<file path="config.mk">
export PLATFORM = sky130hd
export DESIGN_NAME = instr_feeder
export DESIGN_NICKNAME = d
export VERILOG_FILES = /design/src/rtl/instr_feeder.sv
export SDC_FILE = /design/constraint.sdc
export NUM_CORES = 1
export LEC_CHECK = 0
export ABC_AREA = 1
export BUFFER_PORTS_ARGS = -buffer_cell sky130_fd_sc_hd__clkbuf_2
export CAP_MARGIN = 20
export CORE_MARGIN = 1.5
export CORE_UTILIZATION = 50
export DETAILED_ROUTE_END_ITERATION = 16
export MAX_ROUTING_LAYER = met4
export PLACE_DENSITY = 0.66
export SLEW_MARGIN = 20
export SYNTH_ARGS = -nofsm -noshare
export SYNTH_HDL_FRONTEND = slang
export SYNTH_SLANG_ARGS = --single-unit
</file>
<file path="constraint.sdc">
create_clock -name Clock -period 5.36 [get_ports Clock]
set_clock_uncertainty 0.2 [all_clocks]
set_input_delay 0.804 -clock Clock [delete_from_list [all_inputs] [get_ports Clock]]
set_output_delay 0.804 -clock Clock [all_outputs]
set_load 0.005 [all_outputs]
</file>
<file path="src/rtl/instr_feeder.sv">
// Program sequencer that feeds a 16-word instruction memory to a processor
// over a Run/Done handshake, with an mvi immediate phase and a Done watchdog.
module instr_feeder #(
   parameter int WD_LIMIT   = 15,
   parameter int PROG_DEPTH = 16
) (
   input  logic        Clock,
   input  logic        Resetn,
   input  logic        Start,
   input  logic        Load,
   input  logic [3:0]  LoadAddr,
   input  logic [15:0] LoadData,
   input  logic [4:0]  ProgLen,
   input  logic        Done,
   output logic        Run,
   output logic [15:0] DIN,
   output logic [3:0]  PC,
   output logic        Busy,
   output logic        Finished,
   output logic        Error
);

   localparam int WDW = (WD_LIMIT < 2) ? 1 : $clog2(WD_LIMIT + 1);
   localparam logic [WDW-1:0] WD_MAX = WDW'(WD_LIMIT);

   typedef enum logic [2:0] {
      ST_IDLE  = 3'd0,
      ST_ISSUE = 3'd1,
      ST_IMM   = 3'd2,
      ST_WAIT  = 3'd3,
      ST_NEXT  = 3'd4,
      ST_FIN   = 3'd5,
      ST_ERR   = 3'd6
   } state_t;

   state_t          state_r, state_s;
   logic [3:0]      pc_r, pc_s;
   logic [WDW-1:0]  wd_r, wd_s, wd_inc_s;
   logic            mvi_r, mvi_s;
   logic [15:0]     din_r, din_s;
   logic            run_r, busy_r, fin_r, err_r;
   logic            start_q_r;
   logic [15:0]     mem_r [PROG_DEPTH];

   logic            start_edge_s;
   logic            we_s;
   logic [4:0]      pl_eff_s;
   logic [4:0]      pc_inc_s;
   logic [4:0]      pc_adv_s;
   logic            is_mvi_s;
   logic [15:0]     issue_word_s;

   assign start_edge_s = Start & ~start_q_r;
   assign we_s         = Load & ((state_r == ST_IDLE) || (state_r == ST_FIN) || (state_r == ST_ERR));
   // Lengths above 16 are clamped so PC can never wrap while executing.
   assign pl_eff_s     = (ProgLen > 5'd16) ? 5'd16 : ProgLen;
   assign pc_inc_s     = {1'b0, pc_r} + 5'd1;
   assign pc_adv_s     = {1'b0, pc_r} + (mvi_r ? 5'd2 : 5'd1);
   assign is_mvi_s     = (mem_r[pc_r][8:6] == 3'b001);
   assign wd_inc_s     = wd_r + {{(WDW-1){1'b0}}, 1'b1};

   // Next-state, PC, watchdog and mvi-flag logic.
   always_comb begin
      state_s = state_r;
      pc_s    = pc_r;
      wd_s    = wd_r;
      mvi_s   = mvi_r;
      case (state_r)
         ST_IDLE, ST_FIN: begin
            if (start_edge_s) begin
               if (pl_eff_s != 5'd0) begin
                  state_s = ST_ISSUE;
                  pc_s    = 4'd0;
               end else begin
                  state_s = ST_FIN;
               end
            end else begin
               state_s = state_r;
            end
         end
         ST_ISSUE: begin
            mvi_s = is_mvi_s;
            wd_s  = {WDW{1'b0}};
            if (is_mvi_s) begin
               if (pc_inc_s < pl_eff_s) begin
                  state_s = ST_IMM;
               end else begin
                  state_s = ST_ERR;
               end
            end else begin
               state_s = ST_WAIT;
            end
         end
         ST_IMM: begin
            state_s = ST_WAIT;
            wd_s    = {WDW{1'b0}};
         end
         ST_WAIT: begin
            if (Done) begin
               state_s = ST_NEXT;
            end else if (wd_inc_s == WD_MAX) begin
               state_s = ST_ERR;
            end else begin
               wd_s = wd_inc_s;
            end
         end
         ST_NEXT: begin
            if (pc_adv_s >= pl_eff_s) begin
               state_s = ST_FIN;
            end else begin
               state_s = ST_ISSUE;
               pc_s    = pc_adv_s[3:0];
            end
         end
         ST_ERR: begin
            if (start_edge_s) begin
               state_s = ST_IDLE;
            end else begin
               state_s = ST_ERR;
            end
         end
         default: begin
            state_s = ST_IDLE;
         end
      endcase
   end

   // Word presented on ISSUE, forwarding a same-cycle load to the new PC.
   always_comb begin
      issue_word_s = mem_r[pc_s];
      if (we_s && (LoadAddr == pc_s)) begin
         issue_word_s = LoadData;
      end else begin
         issue_word_s = mem_r[pc_s];
      end
   end

   // DIN value for the upcoming state.
   always_comb begin
      din_s = din_r;
      case (state_s)
         ST_ISSUE:         din_s = issue_word_s;
         ST_IMM:           din_s = mem_r[pc_s + 4'd1];
         ST_WAIT, ST_NEXT: din_s = din_r;
         default:          din_s = 16'h0000;
      endcase
   end

   // Control state and registered outputs.
   always_ff @(posedge Clock or negedge Resetn) begin
      if (!Resetn) begin
         state_r   <= ST_IDLE;
         pc_r      <= 4'd0;
         wd_r      <= {WDW{1'b0}};
         mvi_r     <= 1'b0;
         din_r     <= 16'h0000;
         run_r     <= 1'b0;
         busy_r    <= 1'b0;
         fin_r     <= 1'b0;
         err_r     <= 1'b0;
         start_q_r <= 1'b0;
      end else begin
         state_r   <= state_s;
         pc_r      <= pc_s;
         wd_r      <= wd_s;
         mvi_r     <= mvi_s;
         din_r     <= din_s;
         run_r     <= (state_s == ST_ISSUE);
         busy_r    <= (state_s == ST_ISSUE) || (state_s == ST_IMM) ||
                      (state_s == ST_WAIT)  || (state_s == ST_NEXT);
         fin_r     <= (state_s == ST_FIN);
         err_r     <= (state_s == ST_ERR);
         start_q_r <= Start;
      end
   end

   // Program memory, writable only while the sequencer is not executing.
   always_ff @(posedge Clock or negedge Resetn) begin
      if (!Resetn) begin
         for (int i = 0; i < PROG_DEPTH; i++) begin
            mem_r[i] <= 16'h0000;
         end
      end else if (we_s) begin
         mem_r[LoadAddr] <= LoadData;
      end
   end

   assign Run      = run_r;
   assign DIN      = din_r;
   assign PC       = pc_r;
   assign Busy     = busy_r;
   assign Finished = fin_r;
   assign Error    = err_r;

endmodule

</file>
; ---- Yosys cells after proc, flatten, opt, wreduce, memory -nomap -nowiden
; Index checks and enable logic that the tools add are counted.
[totals]
reg_bits = 289
in_bits = 30
output_inout_bits = 24
[classes]
addsub = 4
magnitude_cmp = 8
n_eq_ne = 17
n_mux = 32
bitwise_logic = 7
n_reduce_logical = 14
[op_table]
columns = operator, n
row1 = bitwise mux 256 bit, 1
row2 = binary-select mux 16 bit (select 4 bit), 3
row3 = two-way mux 16 bit, 6
row4 = demux 16 bit (select 4 bit), 1
row5 = one-hot mux 16 bit (3 select lines), 1
row6 = two-way mux 3 bit, 8
row7 = >= comparator 5 bit (second input constant), 4
row8 = two-way mux 4 bit, 5
row9 = NOT 4 -> 5 bit, 4
row10 = equality test 3 bit (second input constant), 6
row11 = two-way mux 9 bit, 2
row12 = one-hot mux 3 bit (6 select lines), 1
row13 = one-hot mux 4 bit (2 select lines), 2
row14 = equality test 3 x 2 -> 1 bit (second input constant), 4
row15 = equality test 3 x 1 -> 1 bit (second input constant), 3
row16 = adder 4 x 1 -> 4 bit (second input constant), 2
row17 = OR reduction 2 bit, 3
row18 = adder 4 x 1 -> 5 bit (second input constant), 1
row19 = adder 4 x 2 -> 5 bit, 1
row20 = >= comparator 5 bit, 1
row21 = > comparator 5 bit (second input constant), 1
row22 = logical OR 1 bit, 5
row23 = < comparator 5 x 1 -> 1 bit (second input constant), 1
row24 = < comparator 5 bit, 1
row25 = 12 further kinds, 15

; ---- Longest topological paths before layout
[depth]
word_depth = 12
mapped_depth = 30
mapped_depth_nobuf = 25

; ---- Least setup slack after synthesis
; OpenSTA, ideal clock, no wires.
[synth_timing]
path_kind = reg2reg
start = register pc_r[0], in the netlist PC[0]
end = register din_r[7], in the netlist DIN[7]
setup_ps = 124
arrival_time_ps = 4095
required_time_ps = 5036
setup_slack_ps = 941
path_stages_with_launch = 24
n_path_buf = 6
path_cell_list = dfrtp_1 > ha_1 > fa_1 > xor2_1 > ha_1 > nand2_1 > nor2_1 > nand2_1 > nand3_1 > nand2_1 > nand3_1 > nand3_2 > buf_4 > buf_6 > buf_2 > ha_1 > clkbuf_1 > clkbuf_1 > clkbuf_1 > o211ai_1 > nand3_1 > nand3_1 > nand3_1 > nand3_1
[synth_via]
elab_chain_cells = 10
[synth_rtl]
columns = element, line_no
row1 = "start, declared", 37  ; logic [3:0] pc_r, pc_s;
row2 = "start signal, assigned", 164  ; pc_r <= pc_s;
row3 = adder 4 x 2 -> 5 bit, 58  ; assign pc_adv_s = {1'b0, pc_r} + (mvi_r ? 5'd2 : 5'd1);
row4 = >= comparator 5 bit, 108  ; if (pc_adv_s >= pl_eff_s) begin
row5 = two-way mux 4 bit, 108
row6 = one-hot mux 4 bit (2 select lines) *, 68  ; case (state_r)
row7 = via pc_s[0], 37
row8 = adder 4 x 1 -> 4 bit / NOT 4 -> 5 bit (equally long branches), "143, 134"
row9 = NOT 4 -> 5 bit (implied by the code) / binary-select mux 16 bit (select 4 bit) (equally long branches), "143, 134"
row10 = binary-select mux 16 bit (select 4 bit) / two-way mux 16 bit (equally long branches), "143, 134"
row11 = two-way mux 16 bit (on tied branches), "143, 134"
row12 = two-way mux 16 bit (on tied branches), "143, 131"
row13 = one-hot mux 16 bit (3 select lines) *, 141  ; case (state_s)
row14 = "end signal, assigned", 167  ; din_r <= din_s;
row15 = "end, declared", 40  ; logic [15:0] din_r, din_s;
; The timed path passes the listed nets; every way through them passes the cells marked *. The select of a mux whose other input is x is not followed.
; A chain may end at the register's enable or synchronous reset.

; ---- Worst setup path after layout
[layout_timing]
start = register mvi_r
end = register din_r[2], in the netlist DIN[2]
[layout_via]
elab_chain_cells = 11
[layout_rtl]
columns = element, line_no
row1 = "start, declared", 39  ; logic mvi_r, mvi_s;
row2 = "start signal, assigned", 166  ; mvi_r <= mvi_s;
row3 = two-way mux 2 bit *, 58
row4 = adder 4 x 2 -> 5 bit *, 58
row5 = >= comparator 5 bit, 108
row6 = two-way mux 4 bit, 108
row7 = one-hot mux 4 bit (2 select lines), 68
row8 = adder 4 x 1 -> 4 bit / NOT 4 -> 5 bit (equally long branches), "143, 134"
row9 = NOT 4 -> 5 bit (implied by the code) / binary-select mux 16 bit (select 4 bit) (equally long branches), "143, 134"
row10 = binary-select mux 16 bit (select 4 bit) / two-way mux 16 bit (equally long branches), "143, 134"
row11 = two-way mux 16 bit (on tied branches), "143, 134"
row12 = two-way mux 16 bit (on tied branches), "143, 131"
row13 = one-hot mux 16 bit (3 select lines), 141
; Mark *: on every way between the ends. The rest lies on a longest branch, timed or not. The select of a mux whose other input is x is not followed.

==> results.sh <==
export IMPL_hold_viol=0
export IMPL_first_global_vias=16807
export IMPL_rsz0062_at_grt="no"
export IMPL_overflow=0
export IMPL_finalSetupViolCount=0
export IMPL_yosys_warnings=0
export IMPL_worstSetupPathType="reg -> reg"
export IMPL_slew_headroom_pct=23.1
export IMPL_dr_pass1_iters=8
export IMPL_numCtsBuffers=35
export IMPL_endpoint_kind="flop"
export IMPL_ant_nets=0
export IMPL_die_h_um=187
export IMPL_vias_per_cell=6.26
export IMPL_antenna_found_initial=0
export IMPL_die_area_mm2=0.0349
export IMPL_gp_congestion=0.932
export IMPL_rows=67
export IMPL_startpoint_type="flop"
export IMPL_hold_path_class="in -> async"
export IMPL_pre_cts_ws_ps=738
export IMPL_drive_gt1_share_pct=7.84
export IMPL_postSynthAreaPerCell_um2=7.06
export IMPL_grt_max_degree=129
export IMPL_cts_sinks=289
export IMPL_synth_cell_types=34
export IMPL_fin_crit_sh_pct=88.6
export IMPL_nNetsFinal=2371
export IMPL_htree_levels=2
export IMPL_finalCriticalPeriod_ps=4750
export IMPL_drtIter0Drc=2314
export IMPL_critical_path_arrival_ps=5010
export IMPL_syn_area_mm2=0.0169
export IMPL_dp_final_hpwl_um=33900
export IMPL_cts_buffer_depth=3
export IMPL_seq_area_frac_synth_pct=42.8
export IMPL_timing_final_ws_setup_ps=613
export IMPL_worst_ir_drop_vdd_uv=471
export IMPL_clock_latency_ps=530
export IMPL_syn_inst=2391
export IMPL_drv_slew=0
export IMPL_vias=17510
export IMPL_tightest_slew_ps=1150
export IMPL_drc=0
export IMPL_track_usage_pct=36.1
export IMPL_postCtsSetupBuffers=0
export IMPL_grt_pass1_wl_um=96200
export IMPL_postSynthNetCount=2437
export IMPL_routedWlPerCell_um=21.7
export IMPL_ctsHoldBuffers=0
export IMPL_num_antenna_cells=0
export IMPL_drv_cap=0
export IMPL_cellPowerDensity_mw_per_mm2=654
export IMPL_ios=54
export IMPL_ys_ff_latch=289
export IMPL_fin_setup_tns_ps=0
export IMPL_synthToLayoutAreaGrowth_pct=9.72
export IMPL_crit_fanout=77
export IMPL_cts_resized=0
export IMPL_io_buffers=53
export IMPL_core_area_mm2=0.0334
export IMPL_required_ps=5620
export IMPL_path_clk_slew_ps=60
export IMPL_leakage_uw=0.00847
export IMPL_clock_fmax_ghz=0.211
export IMPL_root_buffer="clkbuf_16"
export IMPL_routed_wl_um=60600
export IMPL_start_util_pct=50.6
export IMPL_cts_tree="built"
export IMPL_status="completed"
export IMPL_fp_dieW_um=187
-- stage by stage --
stage / hold WS, ps / util (%) / total power, uW / instance area (um2) / instances
after floorplan: 273 / - / 7830 / 16900 / 2391
after global placement: 284 / 52.0 / 9450 / 17400 / 2735
after detailed placement: 292 / 52.0 / 9550 / 17400 / 2735
after CTS: 204 / 55.5 / 12000 / 18500 / 2795
after global routing: 53.1 / 55.5 / 13000 / 18500 / 2796
final: 24.3 / 55.5 / 12100 / 18500 / 2796
-- layer usage --
metal	wire, um	up-vias	share of wire, %	global-route usage [%]
met2	27400	1090	45	55.7
met1	24000	8224	40	46.8
met4	3120	0	5.1	17.2
met5	0	-	0	-
met3	6120	233	10	5.30
li1	-	7963	-	-
-- synth_stat cells --
master	instances	area, um2
inv_1	66	248
dfrtp_1	289	7230
clkbuf_1	126	473
nor2_2	1	6.26
buf_2	52	260
buf_1	11	41.3
nor2_1	75	282
fa_1	1	20.0
xor2_1	3	26.3
o21ai_1	3	15.0
a21oi_2	2	17.5
nand3_1	495	2480
nand3_2	3	30.0
nand4_1	147	920
or2_2	1	6.26
nand2_1	772	2900
a21oi_1	13	65.1
xor2_2	1	16.3
o21a_1	1	7.51
buf_6	1	11.3
inv_2	8	30.0
nor3_2	1	10.0
xnor2_1	2	17.5
o211ai_1	9	67.6
nand2_2	2	12.5
a21boi_0	2	15.0
ha_1	15	188
nor3_1	2	10.0
a31oi_1	1	6.26
xnor2_2	1	16.3
o21ai_0	268	1340
buf_4	14	105
nor2_4	1	11.3
clkinv_1	2	7.51
-- layout by cell type, fill, tap and decap left out, drive strengths merged, types with 2 or more instances in the layout --
master | netlist | layout
nand4 | 147 | 147
ha | 15 | 15
clkinv | 2 | 9
bufinv | 0 | 4
xnor2 | 3 | 3
nor2 | 77 | 77
dfrtp | 289 | 289
o21ai | 271 | 271
nor3 | 3 | 3
buf | 78 | 49
nand2 | 774 | 774
a21boi | 2 | 2
a21oi | 15 | 15
inv | 74 | 75
clkbuf | 126 | 100
o211ai | 9 | 9
xor2 | 4 | 4
nand3 | 498 | 498
-- critical path, cell delays in order (launching register included) --
cell and delay (ps):
dfrtp_1 390, inv_1 70, ha_1 210, fa_1 410
xor2_1 200, ha_1 330, nand2_1 50, nor2_1 80
nand2_1 80, nand3_1 150, nand2_1 110, nand3_4 90
buf_4 750, buf_4 750, nand4_1 190, nand3_1 140
nand3_1 100, nand3_1 100, nand2_1 70, nand2_1 60
nand2_1 50, nand3_1 60
-- power breakdown --
group          switching, uW  leakage (uW)  internal [uW]
clock                    950      0.000569           1480
sequential               761       0.00380           3050
combinational           3910       0.00410           1960
total                   5620       0.00847           6490
-- final cells by class --
class | instances | area (um2)
fillers | 3267 | 14800
multi-input cells | 1822 | 8570
flip-flops and latches | 289 | 7230
clock buffers | 48 | 987
repair buffers | 101 | 731
well taps | 448 | 561
inverters | 76 | 287
clock inverters | 12 | 164
-- worst paths after layout --
check                      startpoint         end  slack (ps)  cells past startpoint
hold / removal                 Resetn     wd_r[2]          20                      1
setup / recovery                mvi_r      DIN[2]         610                     21
min in group Clock              Start   start_q_r         210                      1
setup reg to reg                mvi_r      DIN[2]         610                     21
hold reg to reg               DIN[11]     DIN[11]         300                      2
max in group asynchronous      Resetn  mem_r[220]        3680                      3
-- cell families (layout without fill, tap and decap cells) --
kind of cell	count (synthesis)	count (layout)	synth area share, %
fa+ha+maj	16	16	1.23
flops	289	289	42.8
xor+xnor	7	7	0.452
simple gates	1500	1500	39.4
compound gates	299	299	9.09
buf+inv	280	237	6.96
-- sequential cells by signal (all words and copies together), names as in the netlist --
register,cells
state_r,3
mvi_r,1
DIN,16
wd_r,4
PC,4
Error,1
Finished,1
Busy,1
Run,1
start_q_r,1
mem_r,256
Power figures use the tool's default switching activity.
